<file path="config.mk">
export PLATFORM = sky130hd
export DESIGN_NAME = cpu_run_controller
export DESIGN_NICKNAME = d
export VERILOG_FILES = /design/src/rtl/cpu_ctrl_pkg.sv /design/src/rtl/sat_counter.sv /design/src/rtl/cpu_run_controller.sv
export SDC_FILE = /design/constraint.sdc
export NUM_CORES = 1
export LEC_CHECK = 0
export CAP_MARGIN = 20
export CORE_UTILIZATION = 60
export CTS_CLUSTER_SIZE = 30
export DETAILED_ROUTE_END_ITERATION = 10
export DONT_BUFFER_PORTS = 1
export PLACE_DENSITY_LB_ADDON = 0.1
export SYNTH_ARGS = -nofsm -noshare
export SYNTH_HDL_FRONTEND = slang
export SYNTH_SLANG_ARGS = --single-unit
</file>
<file path="constraint.sdc">
create_clock -name clk -period 7.2 [get_ports clk]
set_clock_uncertainty 0.15 [all_clocks]
set_input_delay 1.44 -clock clk [delete_from_list [all_inputs] [get_ports clk]]
set_output_delay 1.44 -clock clk [all_outputs]
set_load 0.05 [all_outputs]
</file>
<file path="src/rtl/cpu_ctrl_pkg.sv">
// Shared run-control constants: FSM state encoding and the SYSTEM opcode used as halt.
package cpu_ctrl_pkg;

  typedef enum logic [1:0] {
    ST_IDLE  = 2'd0,
    ST_RUN   = 2'd1,
    ST_DRAIN = 2'd2,
    ST_DONE  = 2'd3
  } run_state_t;

  localparam logic [6:0] OPC_SYSTEM = 7'b1110011;

  function automatic logic is_halt(input logic [6:0] opcode, input logic [6:0] halt_op);
    return opcode == halt_op;
  endfunction

endpackage

</file>
<file path="src/rtl/sat_counter.sv">
// Up counter with synchronous clear that sticks at all-ones instead of wrapping.
module sat_counter #(
  parameter int W = 32
) (
  input  logic         clk,
  input  logic         arst_n,
  input  logic         clear,
  input  logic         inc,
  output logic [W-1:0] count
);

  function automatic logic [W-1:0] sat_inc(input logic [W-1:0] v);
    return (&v) ? v : v + W'(1);
  endfunction

  always_ff @(posedge clk or negedge arst_n) begin
    if (!arst_n) begin
      count <= '0;
    end else if (clear) begin
      count <= '0;
    end else if (inc) begin
      count <= sat_inc(count);
    end
  end

endmodule

</file>
<file path="src/rtl/cpu_run_controller.sv">
// Run sequencer for the pipelined core: start, host freeze, halt/limit detection,
// fixed-length pipeline drain and cycle-count readout.
module cpu_run_controller
  import cpu_ctrl_pkg::*;
#(
  parameter int         CYCLE_W    = 32,
  parameter int         PIPE_DEPTH = 4,
  parameter int         MAX_CYCLES = 0,
  parameter logic [6:0] HALT_OP    = OPC_SYSTEM
) (
  input  logic               clk,
  input  logic               arst_n,
  input  logic               start,
  input  logic               abort,
  input  logic               host_busy,
  input  logic [31:0]        instr_id,
  output logic               cpu_enable,
  output logic               busy,
  output logic               done,
  output logic               timeout,
  output logic [1:0]         state,
  output logic [CYCLE_W-1:0] cycle_count
);

  localparam int DRAIN_W = (PIPE_DEPTH < 1) ? 1 : $clog2(PIPE_DEPTH + 1);
  localparam logic [CYCLE_W-1:0] LIMIT_M1 =
    (MAX_CYCLES == 0) ? '0 : CYCLE_W'(MAX_CYCLES - 1);

  run_state_t         state_q;
  logic [DRAIN_W-1:0] drain_cnt;
  logic               launch;
  logic               halt_seen;
  logic               limit_hit;

  // Only the opcode field of IF/ID matters here.
  logic unused_instr_bits;
  assign unused_instr_bits = ^instr_id[31:7];

  assign busy       = (state_q == ST_RUN) || (state_q == ST_DRAIN);
  assign done       = (state_q == ST_DONE);
  assign cpu_enable = busy & ~host_busy;
  assign state      = state_q;

  assign launch    = ~abort & start & ~host_busy &
                     ((state_q == ST_IDLE) || (state_q == ST_DONE));
  // IF/ID is stale while frozen, so the opcode is only trusted on enabled edges.
  assign halt_seen = cpu_enable && is_halt(instr_id[6:0], HALT_OP);
  assign limit_hit = (MAX_CYCLES != 0) && cpu_enable && (cycle_count == LIMIT_M1);

  sat_counter #(.W(CYCLE_W)) u_cycle_cnt (
    .clk    (clk),
    .arst_n (arst_n),
    .clear  (launch),
    .inc    (cpu_enable),
    .count  (cycle_count)
  );

  always_ff @(posedge clk or negedge arst_n) begin
    if (!arst_n) begin
      state_q   <= ST_IDLE;
      drain_cnt <= '0;
      timeout   <= 1'b0;
    end else if (abort) begin
      state_q <= ST_IDLE;
    end else begin
      case (state_q)
        ST_IDLE, ST_DONE: begin
          if (start && !host_busy) begin
            state_q <= ST_RUN;
            timeout <= 1'b0;
          end
        end
        ST_RUN: begin
          if (halt_seen) begin
            state_q   <= ST_DRAIN;
            drain_cnt <= DRAIN_W'(PIPE_DEPTH);
          end else if (limit_hit) begin
            state_q   <= ST_DRAIN;
            drain_cnt <= DRAIN_W'(PIPE_DEPTH);
            timeout   <= 1'b1;
          end
        end
        ST_DRAIN: begin
          if (cpu_enable) begin
            drain_cnt <= drain_cnt - DRAIN_W'(1);
            if (drain_cnt <= DRAIN_W'(1)) state_q <= ST_DONE;
          end
        end
        default: state_q <= ST_IDLE;
      endcase
    end
  end

endmodule
</file>
Yosys cells after proc, flatten, opt, wreduce, memory -nomap -nowiden
Index checks and enable logic that the tools add are counted.

Add/subtract/negate cells: 2. Multiply operators: 0. Div/mod/pow operators: 0. Magnitude comparators: 1. Equal/unequal tests: 11. Shifts and indexed selects: 0. Muxes and demuxes: 12. Bitwise operators: 6. Reductions and logical operators: 13.

Operators by type and width (count): $mux 32 (3); $add 32x1->32 const B (1); $reduce_and 32->1 (1); $mux 2 (5); $ne 3x3->1 const B (3); $reduce_and 4->1 (2); $eq 7x7->1 const B (1); $mux 3 (2); $ne 2x2->1 const B (3); $pmux 2 s3 (1); $pmux 3 s2 (1); $and 1x1->1 (4); $eq 2x2->1 const B (2); $reduce_bool 2->1 (2); $le 3x1->1 const B (1); $ne 3x2->1 const B (1); $sub 3x1->3 const B (1); $eq 2x1->1 const B (1); $logic_and 1x1->1 (2); $logic_not 2->1 (1); $logic_or 1x1->1 (2); $not 1->1 (2); $reduce_and 2->1 (1); $reduce_or 2->1 (1); $logic_not 1->1 (1).

Flip-flop bits (word level): 37. Bits in latches: 0. RAM bits: 0. ROM bits: 0. Output and inout port bits: 38. Memories kept: 0.

Depth between registers and ports, before layout
Gate-level depths: netlist of run 1.

Word-level depth: 7. Gate-level depth with buffers: 10. Depth with buffers taken out: 7.

By module
Synthesis of run 1 repeated with hierarchy kept, for this count alone.

Cells, all modules: 248. Area total of the unflattened synthesis: 2304.7 um^2.

By module, submodules not included: sat_counter (instances 1, cells an instance 202, area each 1876.8 um^2, sequential area each 800.8 um^2); cpu_run_controller (instances 1, cells an instance 46, area each 427.9 um^2, sequential area each 125.1 um^2).

Worst setup path before layout of run 1
No wires, ideal clock.

Kind: input -> output. Start: input port host_busy. End: output port cpu_enable. Arrival time: 2.239 ns. Setup slack: 3.371 ns. Stages: 3. Cells stage by stage: or2_2 clkbuf_1 inv_1.

Longest elaborated chain between the ends: 2.

Ends and longest elaborated chain: from (decl) (RTL line cpu_run_controller.sv:15) `input logic host_busy,`; $not 1->1 (RTL line cpu_run_controller.sv:41) `assign cpu_enable = busy & ~host_busy;`; $and 1x1->1 (RTL line cpu_run_controller.sv:41); to (decl) (RTL line cpu_run_controller.sv:17) `output logic cpu_enable,`.

Every way passes these cells.

Final worst setup path of run 1
Start: register state_q[0] (netlist: state[0]). End: output port cpu_enable.

Longest elaborated chain between the ends: 3.

Ends and longest elaborated chain: from (decl) (RTL line cpu_run_controller.sv:29) `run_state_t state_q;`; from (signal assigned) (RTL line cpu_run_controller.sv:60) `state_q <= ST_IDLE;`; from (signal assigned) (RTL line cpu_run_controller.sv:64) `state_q <= ST_IDLE;`; from (signal assigned) (RTL line cpu_run_controller.sv:69) `state_q <= ST_RUN;`; $eq 2x1->1 / $eq 2x2->1 (equally long branches) (RTL line cpu_run_controller.sv:39) `assign busy = (state_q == ST_RUN) || (state_q == ST_DRAIN);`; $logic_or 1x1->1 * (RTL line cpu_run_controller.sv:39); $and 1x1->1 * (RTL line cpu_run_controller.sv:41).

Every way passes the cells marked *; elsewhere a longest branch is shown, timed or not.

==> impl_metrics.py, run 1 <==
metrics = {
    "worst_setup_path": {
        "r2r_cells": 7,
        "r2r-start": "state[0]",
        "cp-endpoint": "cpu_enable",
        "critPathCaptureType": "output port",
        "path_cells": "inv_1 -> ha_1 -> or2_2 -> inv_1",
        "arrival_ps": 2310,
        "cp_top_family": "flip-flops",
        "crit_path_start": "state[0]",
        "critical_path_class": "flop to output port",
        "crit_cells": 4,
        "r2r_setup_slack_ps": 3930,
        "reg2reg_to": "u_cycle_cnt.count[25]",
        "start_kind": "flop",
        "slowest_delay_ps": 700,
        "path_common_cell": "inv_1",
        "crit_path_max_fanout": 7,
        "slowest_stage": "dfrtp_1",
        "path_buf_inv": 2,
        "worstPathRequired_ps": 5610,
    },
    "clocking": {
        "postCtsSetupRepairBufs": 0,
        "cts-resized-gates": 0,
        "cts_buffers": 5,
        "clk_pin_slew_worst_paths_ps": 120,
        "root_buffer": "clkbuf_4",
        "postCtsHoldBufs": 0,
        "clock_path_buffers": 2,
        "insertion_delay_ps": 350,
        "ctsHtreeMaxLevel": 2,
        "cts_tree": "yes",
        "clkSinkCount": 37,
    },
    "global_route": {
        "grt_pass1_wl_um": 8390,
        "grt.total_usage_pct": 27.6,
        "grt_pass1_vias": 1813,
        "grt_max_degree": 38,
        "grt.overflow.total": 0,
        "antenna_found_initial": 0,
    },
    "drt": {
        "wirelength_um": 4950,
        "drcViolationCount": 0,
        "ant_nets": 0,
        "via_count": 1877,
        "vias_per_cell": 6.68,
        "drt-initial-drc-count": 129,
        "dr.pass1.iters": 4,
        "wire_per_inst_um": 17.6,
    },
    "logic_synthesis": {
        "synth_edf_count": 0,
        "postSynth.asyncResetShare_pct": 100,
        "synth_top_cell_area_share_pct": 42.5,
        "synth_nets": 276,
        "yosysMostFrequentCell": "dfrtp_1",
        "ys_types": 45,
        "seq_area_frac_synth_pct": 42.5,
        "synth_area_leaders": "dfrtp_1, a21oi_1, or4_1",
        "ys_warn_count": 0,
        "postSynthAreaPerCell_um2": 9.34,
        "syn-instance-count": 233,
        "synth_area_leader_cell": "dfrtp_1",
        "syn-cell-area_um2": 2180,
        "synth-seq-cells": 37,
        "synth.cells.most_frequent": "dfrtp_1, nand2_1, a21oi_1, nor2_1, nand3_1",
        "synthFlopType": "dfrtp_1",
    },
    "placed_design": {
        "port_buffers": 0,
        "globalplace.congestion": 0.841,
        "placed_area_um2": 2200,
        "dp_hpwl_um": 3510,
        "place_ws_ps": 3400,
    },
    "floorplan": {
        "core_area_um2": 3420,
        "rows": 21,
        "die_h_um": 62.2,
        "die-area_um2": 3870,
        "initial_utilization_pct": 63.7,
        "io_pins": 75,
        "dieWidth_um": 62.2,
    },
    "power_and_ir_drop": {
        "peakVddDrop_mv": 0.192,
        "p_clk_share_pct": 26.9,
        "p_seq_share_pct": 45.4,
        "p_sw_share_pct": 40.7,
        "intPower_uw": 394,
        "p_per_area_nw_per_um2": 288,
        "p_leak_uw": 0.000975,
        "power.switching_uw": 271,
        "p_comb_share_pct": 27.7,
    },
    "timing": {
        "worst_pin_slew_ps": 984,
        "hold_violations": 0,
        "timing.hold.ws_ps": 458,
        "min_period_ps": 3900,
        "finalWorstSetupSlack_ps": 3300,
        "slew-limit-headroom_pct": 34.4,
        "grt_setup_unrepaired": "false",
        "setup_tns_ps": 0,
        "drv_slew": 0,
        "setup_viol": 0,
        "fmax_mhz": 256,
        "min_period_over_period_pct": 54.2,
    },
    "run": {
        "drv_cap": 0,
    },
    "final_layout": {
        "syn_to_final_growth_pct": 5.92,
        "num-fill-cells": 289,
        "fin_area_um2": 2310,
        "drive_gt1_share_pct": 9.36,
        "antenna_cells": 0,
        "final_nets": 277,
    },
    "run_status": {
        "status": "complete, no violations",
    },
    "hold_path": {
        "hold_class": "flop to flop",
    },
}
cells in the final DEF (no fill, tap or decap), types with 2 or more instances in the layout:
master / netlist / routed
o21ai_0: 8 / 8
nand2_1: 20 / 20
o31ai_1: 8 / 8
a41o_1: 2 / 2
a31oi_1: 3 / 3
and4_1: 3 / 3
a21o_1: 2 / 2
or3_1: 7 / 7
nand4_1: 9 / 9
nand3_1: 15 / 15
o21ai_1: 3 / 3
o211ai_1: 3 / 3
xnor2_1: 3 / 3
ha_1: 6 / 6
inv_1: 9 / 9
nor3_1: 5 / 5
nor4_2: 1 / 2
or2_2: 3 / 3
dfrtp_1: 37 / 37
or3_4: 2 / 2
bufinv_16: 0 / 2
and2_1: 5 / 5
nor2_1: 16 / 16
clkbuf_4: 0 / 5
and3_1: 3 / 3
mux2i_1: 3 / 3
a21oi_1: 17 / 17
xor2_1: 6 / 6
or4_1: 11 / 11
worst min path at each step:
stage	slack, ps	to	cells after the start	startpoint
after global routing	500	drain_cnt[2]	2	drain_cnt[2]
after global placement	410	drain_cnt[2]	2	drain_cnt[2]
after floorplan	380	drain_cnt[2]	2	drain_cnt[2]
final	460	drain_cnt[2]	2	drain_cnt[2]
after CTS	460	drain_cnt[2]	2	drain_cnt[2]
after detailed placement	430	drain_cnt[2]	2	drain_cnt[2]
layout make-up:
class / count / area (µm²) / share of cell area, %
well taps: 46 / 57.6 / 2.50
multi-input cells: 180 / 1180 / 51.1
flip-flops and latches: 37 / 926 / 40.2
clock buffers: 5 / 37.5 / 1.63
clock inverters: 3 / 65.1 / 2.82
repair buffers: 1 / 7.51 / 0.326
inverters: 9 / 33.8 / 1.47
layer usage:
layer	track usage [%]	wire, µm
met1	33.0	2100
met2	45.7	2430
met3	8.46	316
met4	11.9	112
met5	0	0
worst min-delay path, cell delays in order, from the launching register on:
cell and delay [ps]:
dfrtp_1 420, nor2_1 110, a21oi_1 50
sequential cells by signal, summed over array words and instances, names as in the netlist:
register           flops
drain_cnt              3
u_cycle_cnt.count     32
state                  2
metrics by stage:
stage / power (µW) / instances / utilization, %
after floorplan: 457 / 233 / -
after global placement: 473 / 273 / 64.5
after detailed placement: 488 / 273 / 64.5
after CTS: 665 / 281 / 67.5
after global routing: 698 / 281 / 67.5
final: 665 / 281 / 67.5
cell families after synthesis:
family,after synthesis,synth area share (%)
buffers and inverters,16,3.62
AO/OA/AOI/OAI,54,16.7
adder cells (fa/ha/maj),6,3.45
other,1,0.172
multiplexers,4,1.90
flip-flops,37,42.5
AND/OR/NAND/NOR,106,28.0
XOR/XNOR,9,3.62
power by group through the flow:
stage	combinational (µW)	clock [µW]	sequential (µW)
after floorplan	158	0	299
after global placement	169	0	304
after detailed placement	182	0	306
after CTS	183	180	302
after global routing	205	187	305
final	184	179	302
Note: power is estimated with default switching activity, not from simulation.
==> inputs of run 2 (changes only) <==
clock period = 3.74 ns   (was 7.2 ns; I/O delays follow)
==> run 2 against run 1 <==
Against the previous run:
- register-to-register slack worse by 3300 ps
- clock power is 18% higher
- cell area is 0.43% higher
- critical path type unchanged
- first-iteration DRC count fell by 24%
- worst setup slack got worse by 2700 ps
- sequential share of layout area down 0.17 points
- die area stayed put
- global-route usage rose by 0.61 points
==> impl_metrics.py, run 2 (synthesis results as in run 1) <==
metrics = {
    "timing": {
        "min_period_over_period_pct": 84.2,
        "drv_slew": 0,
        "timing.hold.ws_ps": 95.2,
        "grt_setup_unrepaired": "false",
        "worst_pin_slew_ps": 847,
        "finalWorstSetupSlack_ps": 592,
        "fmax_mhz": 318,
        "min_period_ps": 3150,
        "hold_violations": 0,
        "setup_viol": 0,
        "slew-limit-headroom_pct": 43.0,
        "setup_tns_ps": 0,
    },
    "worst_setup_path": {
        "arrival_ps": 2250,
        "start_kind": "flop",
        "slowest_delay_ps": 710,
        "path_cells": "inv_1 -> ha_1 -> or2_2 -> inv_1 -> buf_4",
        "critPathCaptureType": "output port",
        "cp_top_family": "flip-flops",
        "slowest_stage": "dfrtp_1",
        "critical_path_class": "flop to output port",
        "worstPathRequired_ps": 2840,
        "path_buf_inv": 3,
        "path_common_cell": "inv_1",
        "crit_path_max_fanout": 7,
    },
    "clocking": {
        "clkSinkCount": 37,
        "cts_tree": "yes",
        "root_buffer": "clkbuf_4",
        "clk_pin_slew_worst_paths_ps": 110,
        "insertion_delay_ps": 320,
        "ctsHtreeMaxLevel": 2,
        "postCtsSetupRepairBufs": 0,
        "clock_path_buffers": 2,
        "cts_buffers": 5,
    },
    "drt": {
        "via_count": 1911,
        "drcViolationCount": 0,
        "wire_per_inst_um": 17.5,
        "drt-initial-drc-count": 98,
        "wirelength_um": 5010,
        "dr.pass1.iters": 4,
        "vias_per_cell": 6.68,
        "ant_nets": 0,
    },
    "floorplan": {
        "die_h_um": 62.2,
        "io_pins": 75,
        "dieWidth_um": 62.2,
        "rows": 21,
        "core_area_um2": 3420,
        "initial_utilization_pct": 63.7,
        "die-area_um2": 3870,
    },
    "placed_design": {
        "dp_hpwl_um": 3630,
        "port_buffers": 0,
        "place_ws_ps": 620,
        "globalplace.congestion": 0.851,
        "placed_area_um2": 2240,
    },
    "global_route": {
        "grt_max_degree": 38,
        "grt.overflow.total": 0,
        "antenna_found_initial": 0,
        "grt_pass1_wl_um": 8660,
        "grt.total_usage_pct": 28.2,
        "grt_pass1_vias": 1817,
    },
    "power_and_ir_drop": {
        "p_leak_uw": 0.000986,
        "peakVddDrop_mv": 0.331,
        "power.total_uw": 1180,
        "p_per_area_nw_per_um2": 508,
    },
    "final_layout": {
        "layout_common_cells": "dfrtp_1, nand2_1, a21oi_1",
        "drive_gt1_share_pct": 10.8,
        "largest_reg_flops": 32,
        "fin_area_um2": 2320,
        "antenna_cells": 0,
        "syn_to_final_growth_pct": 6.38,
        "final_nets": 283,
        "final_common_cell": "dfrtp_1",
        "top_register": "u_cycle_cnt.count",
    },
    "run_status": {
        "status": "complete, no violations",
    },
    "run": {
        "drv_cap": 0,
    },
    "hold_path": {
        "hold_class": "primary input to async pin",
    },
}
run 2: changes by cell type in the layout (fill, tap and decap cells not counted), sizes merged:
cell,delta
buf,+6
clkbuf,+2
clkinv,-1
bufinv,-2
run 2: area by class of cell:
class / instances / area [µm²]
timing repair buffer: 7 / 65.1
clock buffer: 7 / 55.1
fill: 287 / 1100
multi-input combinational: 180 / 1180
sequential: 37 / 926
tap: 46 / 57.6
inverter: 9 / 33.8
run 2: repair_timing:
item                                   4_1_cts  5_1_grt
gates resized for setup                      0        0
hold buffers                                 1        0
endpoints found under the hold margin       37        0
run 2: per-stage QoR:
step	util, %	cells
floorplan	-	233
CTS	67.8	286
global route	67.8	286
global placement	65.6	278
finish	67.8	286
detailed placement	65.6	278
run 2: path summary, 6_finish.rpt:
check | start | endpoint | slack [ps] | cells after the start
hold / removal | arst_n | u_cycle_cnt.count[13] | 100 | 1
setup / recovery | state[0] | cpu_enable | 590 | 5
setup reg to reg | state[0] | u_cycle_cnt.count[20] | 610 | 7
max in group asynchronous | arst_n | u_cycle_cnt.count[26] | 3160 | 1
hold reg to reg | drain_cnt[2] | drain_cnt[2] | 450 | 2
min in group clk | abort | state[1] | 330 | 1
run 2: power breakdown:
group | switching, µW | internal [µW] | total [µW]
Sequential | 125 | 438 | 563
Clock | 122 | 88.9 | 211
Combinational | 266 | 135 | 401
Total | 513 | 663 | 1180
run 2: worst register-to-register path, stage by stage, from the launching register on:
cell     delay, ps
dfrtp_1        710
inv_1          110
ha_1           370
or2_2          360
nor4_1         770
nand3_1        200
xnor2_1        180
and2_1         180
run 2: per-layer routing:
metal	GRT usage (%)	vias to the layer above	wire length, µm
li1	-	888	-
met1	36.2	949	2070
met2	47.5	68	2590
met3	6.25	6	306
met4	8.43	0	44
met5	0	-	0
